### src/rtl/quad_corr_trigger_sched.sv
// Trigger scheduler behind one quad correlator: latency-matched valid pipe,
// threshold detect with peak pick, valid/ready trigger handoff and holdoff.
// Optional accepted-trigger statistics: define QUAD_CORR_SCHED_STATS_EN.
module quad_corr_trigger_sched #(
  parameter int unsigned LATENCY   = 9,
  parameter int unsigned CBITS     = 11,
  parameter int unsigned HOLD_BITS = 8
) (
  input  logic                 clk,
  input  logic                 rst_n,
  input  logic                 in_valid,
  input  logic [CBITS-1:0]     corr0,
  input  logic [CBITS-1:0]     corr1,
  input  logic [CBITS-1:0]     corr2,
  input  logic [CBITS-1:0]     corr3,
  input  logic                 cfg_wr,
  input  logic [1:0]           cfg_addr,
  input  logic [15:0]          cfg_data,
  output logic                 cfg_ack,
  output logic                 trig_valid,
  input  logic                 trig_ready,
  output logic [1:0]           trig_index,
  output logic [CBITS-1:0]     trig_value,
  output logic                 busy,
  output logic [15:0]          trig_count
);

  typedef enum logic [1:0] {
    S_DISARMED = 2'd0,
    S_ARMED    = 2'd1,
    S_PRESENT  = 2'd2,
    S_HOLDOFF  = 2'd3
  } state_t;

  state_t               state_q, state_d;
  logic [LATENCY-1:0]   vpipe_q;
  logic                 corr_valid;
  logic [CBITS-1:0]     corr_a [4];
  logic [CBITS-1:0]     thr_q, thr_sh_q;
  logic [HOLD_BITS-1:0] hold_q, hold_sh_q, cnt_q, cnt_d;
  logic                 enable_q;
  logic [3:0]           hit;
  logic                 any_hit;
  logic [1:0]           peak_idx;
  logic [CBITS-1:0]     peak_val;
  logic                 accept;
  logic                 load_trig;
  logic                 unused_cfg;

  assign corr_valid = vpipe_q[LATENCY-1];
  assign accept     = trig_valid & trig_ready;
  assign corr_a[0]  = corr0;
  assign corr_a[1]  = corr1;
  assign corr_a[2]  = corr2;
  assign corr_a[3]  = corr3;
  assign unused_cfg = ^cfg_data;

  // Valid pipe matching correlator latency; runs regardless of FSM state.
  always_ff @(posedge clk) begin
    if (!rst_n) begin
      vpipe_q <= '0;
    end else begin
      vpipe_q[0] <= in_valid;
      for (int i = 1; i < LATENCY; i++) vpipe_q[i] <= vpipe_q[i-1];
    end
  end

  // Threshold hits and peak select; strict '>' keeps the lowest index on ties.
  always_comb begin
    hit      = '0;
    any_hit  = 1'b0;
    peak_idx = '0;
    peak_val = '0;
    for (int i = 0; i < 4; i++) begin
      hit[i] = corr_valid && (corr_a[i] > thr_q);
      if (hit[i] && (!any_hit || (corr_a[i] > peak_val))) begin
        any_hit  = 1'b1;
        peak_idx = 2'(i);
        peak_val = corr_a[i];
      end
    end
  end

  // Next-state logic; disable is deferred while a trigger is outstanding.
  always_comb begin
    state_d   = state_q;
    cnt_d     = cnt_q;
    load_trig = 1'b0;
    case (state_q)
      S_DISARMED: begin
        if (enable_q) state_d = S_ARMED;
      end
      S_ARMED: begin
        if (!enable_q) begin
          state_d = S_DISARMED;
        end else if (any_hit) begin
          state_d   = S_PRESENT;
          load_trig = 1'b1;
        end
      end
      S_PRESENT: begin
        if (accept) begin
          if (!enable_q) begin
            state_d = S_DISARMED;
          end else if (hold_q == '0) begin
            state_d = S_ARMED;
          end else begin
            state_d = S_HOLDOFF;
            cnt_d   = hold_q;
          end
        end
      end
      S_HOLDOFF: begin
        if (!enable_q) begin
          state_d = S_DISARMED;
        end else if (cnt_q == HOLD_BITS'(1)) begin
          state_d = S_ARMED;
        end else begin
          cnt_d = cnt_q - HOLD_BITS'(1);
        end
      end
      default: state_d = S_DISARMED;
    endcase
  end

  // State, holdoff counter and registered trigger outputs.
  always_ff @(posedge clk) begin
    if (!rst_n) begin
      state_q    <= S_DISARMED;
      cnt_q      <= '0;
      trig_valid <= 1'b0;
      busy       <= 1'b0;
      trig_index <= '0;
      trig_value <= '0;
    end else begin
      state_q    <= state_d;
      cnt_q      <= cnt_d;
      trig_valid <= (state_d == S_PRESENT);
      busy       <= (state_d == S_PRESENT) || (state_d == S_HOLDOFF);
      if (load_trig) begin
        trig_index <= peak_idx;
        trig_value <= peak_val;
      end
    end
  end

  // Config port: shadows take writes, actives follow only when idle or armed.
  always_ff @(posedge clk) begin
    if (!rst_n) begin
      cfg_ack   <= 1'b0;
      enable_q  <= 1'b0;
      thr_sh_q  <= '1;
      thr_q     <= '1;
      hold_sh_q <= '0;
      hold_q    <= '0;
    end else begin
      cfg_ack <= cfg_wr;
      if (cfg_wr) begin
        case (cfg_addr)
          2'd0:    thr_sh_q  <= cfg_data[CBITS-1:0];
          2'd1:    hold_sh_q <= cfg_data[HOLD_BITS-1:0];
          2'd2:    enable_q  <= cfg_data[0];
          default: ;
        endcase
      end
      if ((state_d == S_DISARMED) || (state_d == S_ARMED)) begin
        thr_q  <= thr_sh_q;
        hold_q <= hold_sh_q;
      end
    end
  end

`ifdef QUAD_CORR_SCHED_STATS_EN
  // Accepted-trigger counter; control write with bit1 set clears it.
  always_ff @(posedge clk) begin
    if (!rst_n) begin
      trig_count <= '0;
    end else if (cfg_wr && (cfg_addr == 2'd2) && cfg_data[1]) begin
      trig_count <= '0;
    end else if (accept) begin
      trig_count <= trig_count + 16'd1;
    end
  end
`else
  assign trig_count = 16'd0;
`endif

endmodule

### config.mk
export PLATFORM = sky130hd
export DESIGN_NAME = quad_corr_trigger_sched
export DESIGN_NICKNAME = d
export VERILOG_FILES = /design/src/rtl/quad_corr_trigger_sched.sv
export SDC_FILE = /design/constraint.sdc
export NUM_CORES = 1
export LEC_CHECK = 0
export CORE_MARGIN = 4
export CORE_UTILIZATION = 30
export DETAILED_ROUTE_END_ITERATION = 16
export SLEW_MARGIN = 0
export SYNTH_ARGS = -nofsm -noshare
export SYNTH_HDL_FRONTEND = slang
export SYNTH_SLANG_ARGS = --single-unit
### constraint.sdc
create_clock -name clk -period 16 [get_ports clk]
set_input_delay 1.6 -clock clk [delete_from_list [all_inputs] [get_ports clk]]
set_output_delay 1.6 -clock clk [all_outputs]
set_load 0.05 [all_outputs]
==> results.txt <==
mean post-synth cell area = 8.335 µm²
Register-to-Register Setup Slack = 7060 ps
Die Height = 139.4 µm
CTS H-tree lvls = 3
Slew @ Worst Pin = 1132 ps
nets@finish = 828
Max-Cap Viols = 0
clock latency on the worst-skew pair = 330 ps
count of cell types in the netlist = 61
startpoint types = primary input
drt wl/cell = 15.74 µm
largest net degree at the start of global routing = 49
DR vias = 4646
RSZ-0062 raised after global routing = no
prevailing post-synth register cell = dfxtp_1
CTS tree = built
Worst path max stage delay = 890 ps
Boundary Pins = 99
core outline area = 16760 µm²
maximum vdd drop = 66.60 µV
Worst Path Required = 16270 ps
cts hold-fix bufs = 0
Tcrit/Tclk final = 0.6375
fraction of layout instances using a drive strength above 1 = 0.06550
Initial Utilization = 0.3088
Setup WS post-layout = 5800 ps
status = finished clean
CTS Buffer Depth = 2
P&R area growth vs syn = 22.99%
placed cell count = 891
Vias/cell = 5.122
largest family of logic cells by synthesized area = compound AO/OA/AOI/OAI gates
post-synthesis mux area share = 0.03481
die span in x = 139.4 µm
pre-CTS setup slack = 5720 ps
DR DRC count = 0
Async SR Flop Fraction = 0
initial antenna violation count = 0
Placer Congestion = 0.8974
register area share after synthesis = 0.2823
Cell Pwr Density = 72.47 nW/µm²
crit path kind = primary input to register
die area = 19420 µm²
CTS Root Cell = clkbuf_16
Post-synth EDFFs = 0
dpl hpwl = 11210 µm
global-route wire length before repair = 23120 µm
postcts setup bufs = 0
Initial DRC Count = 331
Pre-Repair DR Iteration Count = 5
# setup viols final = 0
Synth Warn # = 0
Max-slew headroom = 0.2453
Post-DRT Antenna Nets = 0
critical path peak fanout = 33
IO Port Bufs = 77
Diodes inserted = 0
# fillers = 1731
Worst setup EP type = register
Total Wirelength = 14270 µm
post-synthesis compound-gate area fraction = 0.2190
adder-cell share of the synthesized area = 0.1910
Post-CTS Resized = 0
setup_tns = 0 ps
post-synthesis register bit count = 73
CP max-delay cell = a21oi_1
Final Instance Count excl. Fillers = 907
clk_skew = 10.06 ps
Final min period = 10200 ps
Hold Crit Class = register to register
GRT Total Usage = 0.1450
GR Overflow Total = 0
final hold viol count = 0
synthesized area = 5176 µm²
Post-Synthesis Cells = 621
Slew Viols, Final = 0
XOR/XNOR share of the synthesized area = 0
vias in the first global route = 4436
Placement Rows = 47
Peak Freq = 0.09803 GHz
Worst Path Arrival = 10470 ps
Clk pin slew, worst setup/hold paths = 60 ps
Pleak = 2.827 nW
CTS Buf Count = 9
Simple-Gate Fraction of Synth Area = 0.2021
clock sinks = 73
==> routing by layer <==
metal  up-vias  part of all wire  global-route usage
met5         -                 0                   0
met2       119              0.47              0.2392
met1      2120              0.47              0.1966
met3        18             0.048             0.02676
li1       2389                 -                   -
met4         0             0.012             0.03502
==> layout make-up <==
cell class                      count  area, µm²  share of cell area
Tap cell                          220      275.3             0.04324
Clock buffer                        9      225.2             0.03538
Inverter                           26      97.59             0.01533
Clock inverter                      7      83.83             0.01317
Timing Repair Buffer               82      808.3              0.1270
Multi-Input combinational cell    490       3415              0.5364
Sequential cell                    73       1461              0.2296
==> state kept, by name (all words and copies together) (netlist names) <==
register / flops
busy: 1
thr_q: 11
trig_valid: 1
thr_sh_q: 11
enable_q: 1
trig_index: 2
cnt_q: 8
hold_q: 8
state_q: 1
cfg_ack: 1
trig_value: 11
vpipe_q: 9
hold_sh_q: 8
==> cells in the final DEF (no fill, tap or decap), types with 12 or more instances in the layout <==
master	count
conb_1	16
o21ai_0	25
nand3_1	29
clkdlybuf4s50_1	77
ha_1	79
o221a_2	12
a21oi_1	40
dfxtp_1	73
nand4_1	16
inv_1	25
nor2_1	53
o211ai_1	12
and2_1	13
nand2_1	78
mux2i_1	18
==> synthesized netlist by cell type (all sizes together), types with 3 or more instances <==
cell,n,area [µm²]
a211o,3,26.28
a211oi,8,60.06
a21o,6,45.04
a21oi,40,200.2
a221oi,10,87.58
a22oi,3,22.52
a31oi,3,18.77
a32oi,10,110.1
and2,14,90.09
buf,25,182.7
clkbuf,22,82.58
dfxtp,73,1461
ha,79,988.5
inv,26,97.59
mux2i,18,180.2
nand2,78,292.8
nand3,29,145.1
nand3b,6,45.04
nand4,16,100.1
nor2,53,198.9
nor2b,3,18.77
nor3,4,30.03
nor4,3,18.77
o211ai,12,90.09
o21ai,26,130.1
o21bai,5,37.54
o221a,12,135.1
o31ai,3,22.52
or2,4,27.53
==> where the power goes <==
group | switching, mW | internal, mW | leakage (nW)
Combinational | 0.0382 | 0.0287 | 2.08
Clock | 0.0828 | 0.124 | 0.149
Sequential | 0.00204 | 0.186 | 0.593
==> final timing paths <==
path / from / end / cells after the start
min: vpipe_q[6]$_SDFF_PN0_ / vpipe_q[7]$_SDFF_PN0_ / 1
max reg2reg: thr_q[5]$_SDFFE_PN1P_ / trig_value[10]$_SDFFE_PN0P_ / 32
max: corr0[6] / trig_value[10]$_SDFFE_PN0P_ / 32
min reg2reg: vpipe_q[6]$_SDFF_PN0_ / vpipe_q[7]$_SDFF_PN0_ / 1
==> worst max-delay path: cells and delay by family <==
| family | cells | cell delay (ps) |
|---|---|---|
| buf+inv | 2 | 740 |
| compound gates | 16 | 4670 |
| simple gates | 10 | 2080 |
| fa+ha+maj | 4 | 1360 |
==> per-stage QoR <==
step | instance area, µm² | hold slack [ps] | util | power [mW]
CTS | 6366 | 435.0 | 0.3798 | 0.4669
global route | 6366 | 453.9 | 0.3798 | 0.4826
detailed placement | 6057 | 418.8 | 0.3614 | 0.2585
floorplan | 5233 | 411.9 | - | 0.2314
global placement | 6057 | 415.6 | 0.3614 | 0.2578
finish | 6366 | 433.3 | 0.3798 | 0.4613
==> cells by family (layout without fill, tap and decap cells) <==
group / after synthesis / after routing
other: 1 / 16
AOI/OAI and AO/OA: 156 / 156
and+or+nand+nor: 221 / 221
adders and majority gates: 79 / 79
buffers and inverters: 73 / 124
DFF: 73 / 73
muxes: 18 / 18
Power figures use the tool's default switching activity.
